--- src/rtl/matrix_mul_seq_if.sv ---
// Start/done bus for the sequential matrix multiplier.
// Operands and result use row-major packing with (0,0) in the MSBs.
interface matrix_mul_seq_if #(
  parameter int N  = 3,
  parameter int DW = 8,
  parameter int RW = 16
) ();
  logic                start;
  logic [N*N*DW-1:0]   matrix_a;
  logic [N*N*DW-1:0]   matrix_b;
  logic [N*N*RW-1:0]   result;
  logic                done;
  logic                busy;

  modport master (
    output start, matrix_a, matrix_b,
    input  result, done, busy
  );

  modport slave (
    input  start, matrix_a, matrix_b,
    output result, done, busy
  );
endinterface

--- src/rtl/matrix_mul_seq.sv ---
// N x N matrix multiplier, one MAC per cycle, held result register.
// Define SIGNED_MODE_EN for two's-complement operands and arithmetic.
module matrix_mul_seq #(
  parameter int N  = 3,
  parameter int DW = 8,
  parameter int RW = 16
) (
  input  logic         clk,
  input  logic         reset,
  matrix_mul_seq_if.slave bus
);
  localparam int NN = N * N;
  localparam int CW = $clog2(N);
  localparam int PW = 2 * DW;
  localparam int AW = 2 * DW + $clog2(N);

  typedef enum logic [1:0] {
    IDLE,
    CALC,
    DONE
  } state_e;

  state_e            state_q, state_d;
  logic [NN*DW-1:0]  a_q, a_d;
  logic [NN*DW-1:0]  b_q, b_d;
  logic [CW-1:0]     i_q, i_d;
  logic [CW-1:0]     j_q, j_d;
  logic [CW-1:0]     k_q, k_d;
  logic [AW-1:0]     acc_q, acc_d;
  logic [NN*RW-1:0]  scr_q, scr_d;
  logic [NN*RW-1:0]  res_q, res_d;

  logic [DW-1:0]     a_el;
  logic [DW-1:0]     b_el;
  logic [PW-1:0]     prod;
  logic [AW-1:0]     prod_x;
  logic [AW-1:0]     sum;
  logic [RW-1:0]     elem;
  logic              k_end;
  logic              j_end;
  logic              i_end;

  always_comb begin
    a_el = a_q[(NN-1-(int'(i_q)*N+int'(k_q)))*DW +: DW];
    b_el = b_q[(NN-1-(int'(k_q)*N+int'(j_q)))*DW +: DW];
`ifdef SIGNED_MODE_EN
    prod   = PW'($signed(a_el)) * PW'($signed(b_el));
    prod_x = {{(AW-PW){prod[PW-1]}}, prod};
    sum    = acc_q + prod_x;
    elem   = RW'($signed(sum));
`else
    prod   = PW'(a_el) * PW'(b_el);
    prod_x = {{(AW-PW){1'b0}}, prod};
    sum    = acc_q + prod_x;
    elem   = RW'(sum);
`endif
    k_end = (k_q == CW'(N-1));
    j_end = (j_q == CW'(N-1));
    i_end = (i_q == CW'(N-1));
  end

  always_comb begin
    state_d = state_q;
    a_d     = a_q;
    b_d     = b_q;
    i_d     = i_q;
    j_d     = j_q;
    k_d     = k_q;
    acc_d   = acc_q;
    scr_d   = scr_q;
    res_d   = res_q;
    unique case (state_q)
      IDLE: begin
        if (bus.start) begin
          state_d = CALC;
          a_d     = bus.matrix_a;
          b_d     = bus.matrix_b;
          i_d     = '0;
          j_d     = '0;
          k_d     = '0;
          acc_d   = '0;
        end
      end
      CALC: begin
        if (k_end) begin
          acc_d = '0;
          k_d   = '0;
          scr_d[(NN-1-(int'(i_q)*N+int'(j_q)))*RW +: RW] = elem;
          if (j_end) begin
            j_d = '0;
            if (i_end) begin
              // last element: publish the whole array atomically
              i_d     = '0;
              state_d = DONE;
              res_d   = scr_d;
            end else begin
              i_d = i_q + 1'b1;
            end
          end else begin
            j_d = j_q + 1'b1;
          end
        end else begin
          acc_d = sum;
          k_d   = k_q + 1'b1;
        end
      end
      DONE: begin
        state_d = IDLE;
      end
      default: begin
        state_d = IDLE;
      end
    endcase
  end

  always_ff @(posedge clk) begin
    if (reset) begin
      state_q <= IDLE;
      a_q     <= '0;
      b_q     <= '0;
      i_q     <= '0;
      j_q     <= '0;
      k_q     <= '0;
      acc_q   <= '0;
      scr_q   <= '0;
      res_q   <= '0;
    end else begin
      state_q <= state_d;
      a_q     <= a_d;
      b_q     <= b_d;
      i_q     <= i_d;
      j_q     <= j_d;
      k_q     <= k_d;
      acc_q   <= acc_d;
      scr_q   <= scr_d;
      res_q   <= res_d;
    end
  end

  assign bus.result = res_q;
  assign bus.done   = (state_q == DONE);
  assign bus.busy   = (state_q != IDLE);

endmodule

--- src/flat_wrapper.sv ---
// flat-port wrapper written by rule: the top's interface ports become plain ports
module matrix_mul_seq_flat 
#(
  parameter int N  = 3,
  parameter int DW = 8,
  parameter int RW = 16
)
  (clk, reset, bus_start, bus_matrix_a, bus_matrix_b, bus_result, bus_done, bus_busy);
  matrix_mul_seq_if #(.N(N), .DW(DW), .RW(RW)) bus_i ();
  input  logic clk;
  input  logic reset;
  input wire logic [$bits(bus_i.start)-1:0] bus_start;
  input wire logic [$bits(bus_i.matrix_a)-1:0] bus_matrix_a;
  input wire logic [$bits(bus_i.matrix_b)-1:0] bus_matrix_b;
  output wire logic [$bits(bus_i.result)-1:0] bus_result;
  output wire logic [$bits(bus_i.done)-1:0] bus_done;
  output wire logic [$bits(bus_i.busy)-1:0] bus_busy;
  assign bus_i.start = bus_start;
  assign bus_i.matrix_a = bus_matrix_a;
  assign bus_i.matrix_b = bus_matrix_b;
  assign bus_result = bus_i.result;
  assign bus_done = bus_i.done;
  assign bus_busy = bus_i.busy;
  matrix_mul_seq #(.N(N), .DW(DW), .RW(RW)) u_core (.clk(clk), .reset(reset), .bus(bus_i));
endmodule
--- config.mk ---
export PLATFORM = sky130hd
export DESIGN_NAME = matrix_mul_seq_flat
export DESIGN_NICKNAME = d
export VERILOG_FILES = /design/src/rtl/matrix_mul_seq_if.sv /design/src/rtl/matrix_mul_seq.sv /design/src/flat_wrapper.sv
export SDC_FILE = /design/constraint.sdc
export NUM_CORES = 1
export LEC_CHECK = 0
export CAP_MARGIN = 10
export CORE_ASPECT_RATIO = 1.2
export CORE_MARGIN = 2
export CORE_UTILIZATION = 50
export CTS_CLUSTER_DIAMETER = 80
export DETAILED_ROUTE_END_ITERATION = 16
export HOLD_SLACK_MARGIN = 0.06
export PLACE_DENSITY = 0.76
export SLEW_MARGIN = 10
export SYNTH_ARGS = -nofsm -noshare
export SYNTH_HDL_FRONTEND = slang
export SYNTH_SLANG_ARGS = --single-unit
--- constraint.sdc ---
create_clock -name clk -period 11.2 [get_ports clk]
set_clock_uncertainty 0.2 [all_clocks]
set_input_delay 1.68 -clock clk [delete_from_list [all_inputs] [get_ports clk]]
set_output_delay 1.68 -clock clk [all_outputs]
set_load 0.005 [all_outputs]
==> impl_metrics.py <==
metrics = {
    "setup_path": {
        "regToRegStartpoint": "u_core.i_q[0]",
        "crit_cells": 22,
        "startpoint_type": "flop",
        "slowest_delay_ns": 0.90,
        "rr_worst_depth": 22,
        "crit_chain": "inv_1 > ha_1 > fa_1 > inv_1 > ha_1 > mux4_2 > mux2i_1 > o21ai_0 > nor2b_1 > fa_1 > fa_1 > fa_1 > inv_1 > fa_1 > inv_1 > ha_1 > a21o_1 > a211oi_1 > nor3_1 > a2111o_1 > nor2_1 > o22ai_1",
        "cp_max_fo": 17,
        "crit_required_ns": 11.42,
        "crit_type": "reg -> reg",
        "reg2reg_slack_ns": 1.64,
        "crit_family": "adder cells",
        "arrival_ns": 9.78,
        "critPathMostFrequentCell": "fa_1",
        "end_kind": "flop",
        "crit_path_start": "u_core.i_q[0]",
        "slowest_stage": "o21ai_0",
        "cp_num_buf_inv": 4,
    },
    "drt": {
        "wl_per_cell_um": 18.6,
        "drc_errors": 0,
        "drt-vias-per-instance": 5.70,
        "drtPass1Iterations": 6,
        "postRouteAntennaNets": 0,
        "initialDrtViolationCount": 1518,
        "routed_wl_um": 63300,
        "vias": 19395,
    },
    "logic_synthesis": {
        "async_reset_ff_share_pct": 0,
        "syn_avg_cell_area_sq_um": 8.21,
        "synth_area_leaders": "dfxtp_1 (42%), nand2_1 (11%), a21oi_1 (7.6%)",
        "ys_seq_elements": 456,
        "synth_warnings": 0,
        "syn_area_sq_um": 21800,
        "syn_inst": 2655,
        "post_synth_num_cell_types": 67,
        "synthesis.nets": 2914,
        "yosysTopAreaCell": "dfxtp_1",
        "synth_top_area_share_pct": 41.9,
        "ys.flop_type": "dfxtp_1",
        "yosysSeqAreaShare_pct": 41.9,
        "synth_edf_count": 0,
    },
    "status": {
        "status": "finished, final reports clean",
    },
    "pwr": {
        "leakage_nw": 9.68,
        "power.density_nw_per_um2": 136,
        "peakVddDrop_v": 0.000110,
    },
    "finish": {
        "drive_above_1_share_pct": 6.42,
        "diodes": 0,
        "stdcell_count": 3404,
        "nFillCells": 3684,
        "utilization_pct": 61.6,
        "num-nets-final": 3077,
        "syn_to_final_growth_pct": 21.1,
    },
    "floorplan": {
        "initial_core_util_pct": 50.8,
        "die_h_um": 233,
        "die_w_um": 195,
        "dieArea_sq_um": 45300,
        "rows": 83,
        "coreArea_sq_um": 42900,
        "pin_count": 293,
    },
    "timing": {
        "hold_viol": 0,
        "fmax_mhz": 105,
        "period_share_pct": 85.4,
        "period_needed_ns": 9.56,
        "worstMarginPinSlew_ns": 1.23,
        "grt_setup_unrepaired": "no",
        "drv_slew": 0,
        "setup_slack_ns": 1.64,
        "finalSetupTns_ns": 0,
        "setup_viol": 0,
        "maxSlewHeadroom_pct": 17.6,
    },
    "clock_network": {
        "cts_tree": "yes",
        "post_cts_buffers": 0,
        "post_cts_resized": 0,
        "cts_root_buf": "clkbuf_16",
        "insertion_delay_ns": 0.57,
        "cts.sinks": 456,
        "hold_buffers": 0,
        "clockBufferDepth": 3,
        "cts_buffers": 45,
        "clk_pin_slew_worst_paths_ns": 0.07,
        "htreeDepth": 2,
    },
    "global_routing": {
        "grt_pass1_vias": 18874,
        "grtUsageTotal_pct": 27.5,
        "grt_start_max_net_pins": 114,
        "overflow": 0,
        "grt_antenna_before_repair": 0,
        "grt_pass1_wl_um": 100000,
    },
    "placement": {
        "io_buffer_count": 292,
        "dp_hpwl_um": 44100,
        "placed_cells": 3323,
        "gp_congestion": 0.911,
        "pre_cts_ws_ns": 1.61,
    },
    "run": {
        "maxCapViolCount": 0,
    },
    "min_path": {
        "hold_start": "u_core.a_q[54]",
        "whs_path_depth": 2,
        "worstHoldPathType": "reg -> reg",
    },
}
==> area by class of cell <==
cell class | count | area, sq um | area share [%]
multi-input cells | 1881 | 11500 | 43.4
flip-flops and latches | 456 | 9130 | 34.6
repair buffers | 319 | 3130 | 11.9
clock buffers | 61 | 1280 | 4.83
well taps | 552 | 691 | 2.62
inverters | 115 | 432 | 1.63
clock inverters | 20 | 277 | 1.05
==> through the flow <==
step | power, mW | hold WS [ns] | area [sq um]
3_3_place_gp | 2.02 | 0.239 | 24800
2_1_floorplan | 1.90 | 0.232 | 21800
5_1_grt | 3.69 | 0.268 | 26400
6_report | 3.58 | 0.253 | 26400
4_1_cts | 3.60 | 0.253 | 26400
3_5_place_dp | 2.03 | 0.244 | 24800
==> placed cells by master, fill, tap and decap left out, types with 22 or more instances in the layout <==
cell             instances
a211oi_1                39
a21oi_1                329
a311oi_1                44
a31oi_1                 33
buf_4                   27
clkbuf_16               45
clkdlybuf4s50_1        291
dfxtp_1                456
fa_1                    53
ha_1                    58
inv_1                  114
mux2i_1                 74
mux4_2                  32
nand2_1                633
nand2b_1                27
nand3_1                 44
nor2_1                 216
o21ai_0                 78
o22ai_1                 22
==> worst paths after layout <==
check / to
worst max-delay path: u_core.scr_q[126]
worst max register to register: u_core.scr_q[126]
worst min-delay path: u_core.a_q[54]
worst min register to register: u_core.a_q[54]
==> worst register-to-register path: cells and delay by family (launching register included) <==
family | cells | cell delay, ns
AOI/OAI and AO/OA | 5 | 2.50
adders and majority gates | 8 | 4.19
buffers and inverters | 4 | 0.29
DFF | 1 | 0.43
muxes | 2 | 0.47
and+or+nand+nor | 3 | 1.32
==> logic make-up (layout without fill, tap and decap cells) <==
logic type / after synthesis / in the layout / share of synthesized area, %
AOI/OAI and AO/OA: 623 / 623 / 17.1
xor gates and xnor gates: 16 / 16 / 0.746
adders and majority gates: 112 / 112 / 8.25
buffers and inverters: 318 / 515 / 5.74
DFF: 456 / 456 / 41.9
muxes: 114 / 114 / 7.12
and+or+nand+nor: 1016 / 1016 / 19.2
==> state kept, by name, summed over array words and instances (netlist names) <==
name / flops
u_core.i_q: 2
u_core.bus.result: 144
u_core.j_q: 2
u_core.scr_q: 144
u_core.state_q: 2
u_core.b_q: 72
u_core.k_q: 2
u_core.acc_q: 16
u_core.a_q: 72
==> where the power goes <==
part	internal [mW]	total [mW]	switching [mW]
Sequential	1.65	1.67	0.0165
Clock	0.923	1.58	0.661
Combinational	0.130	0.330	0.199
==> cell usage after synthesis, drive strengths merged (5+ instances only) <==
library cell,instances
nand2b,27
a211oi,40
dfxtp,456
a31oi,33
ha,59
o22ai,22
and3,8
fa,53
nor2,218
nand3,44
inv,115
and2,7
nor3,18
a311oi,44
buf,37
a22oi,18
a2bb2oi,5
nand2,635
xor2,6
mux2,8
xnor2,9
nand4,8
nor2b,19
mux2i,74
o31ai,12
a21o,11
mux4,32
a22o,6
o21ai,78
or2,14
clkbuf,166
a21oi,332
==> per-layer routing <==
| metal | up-vias | wire length (um) | global-route usage (%) |
|---|---|---|---|
| met3 | 172 | 4560 | 3.51 |
| li1 | 9289 | - | - |
| met2 | 871 | 30200 | 46.8 |
| met1 | 9063 | 25200 | 34.3 |
| met5 | - | 0 | 0 |
| met4 | 0 | 3340 | 14.3 |
No activity file was read; power rests on OpenSTA's default activity.
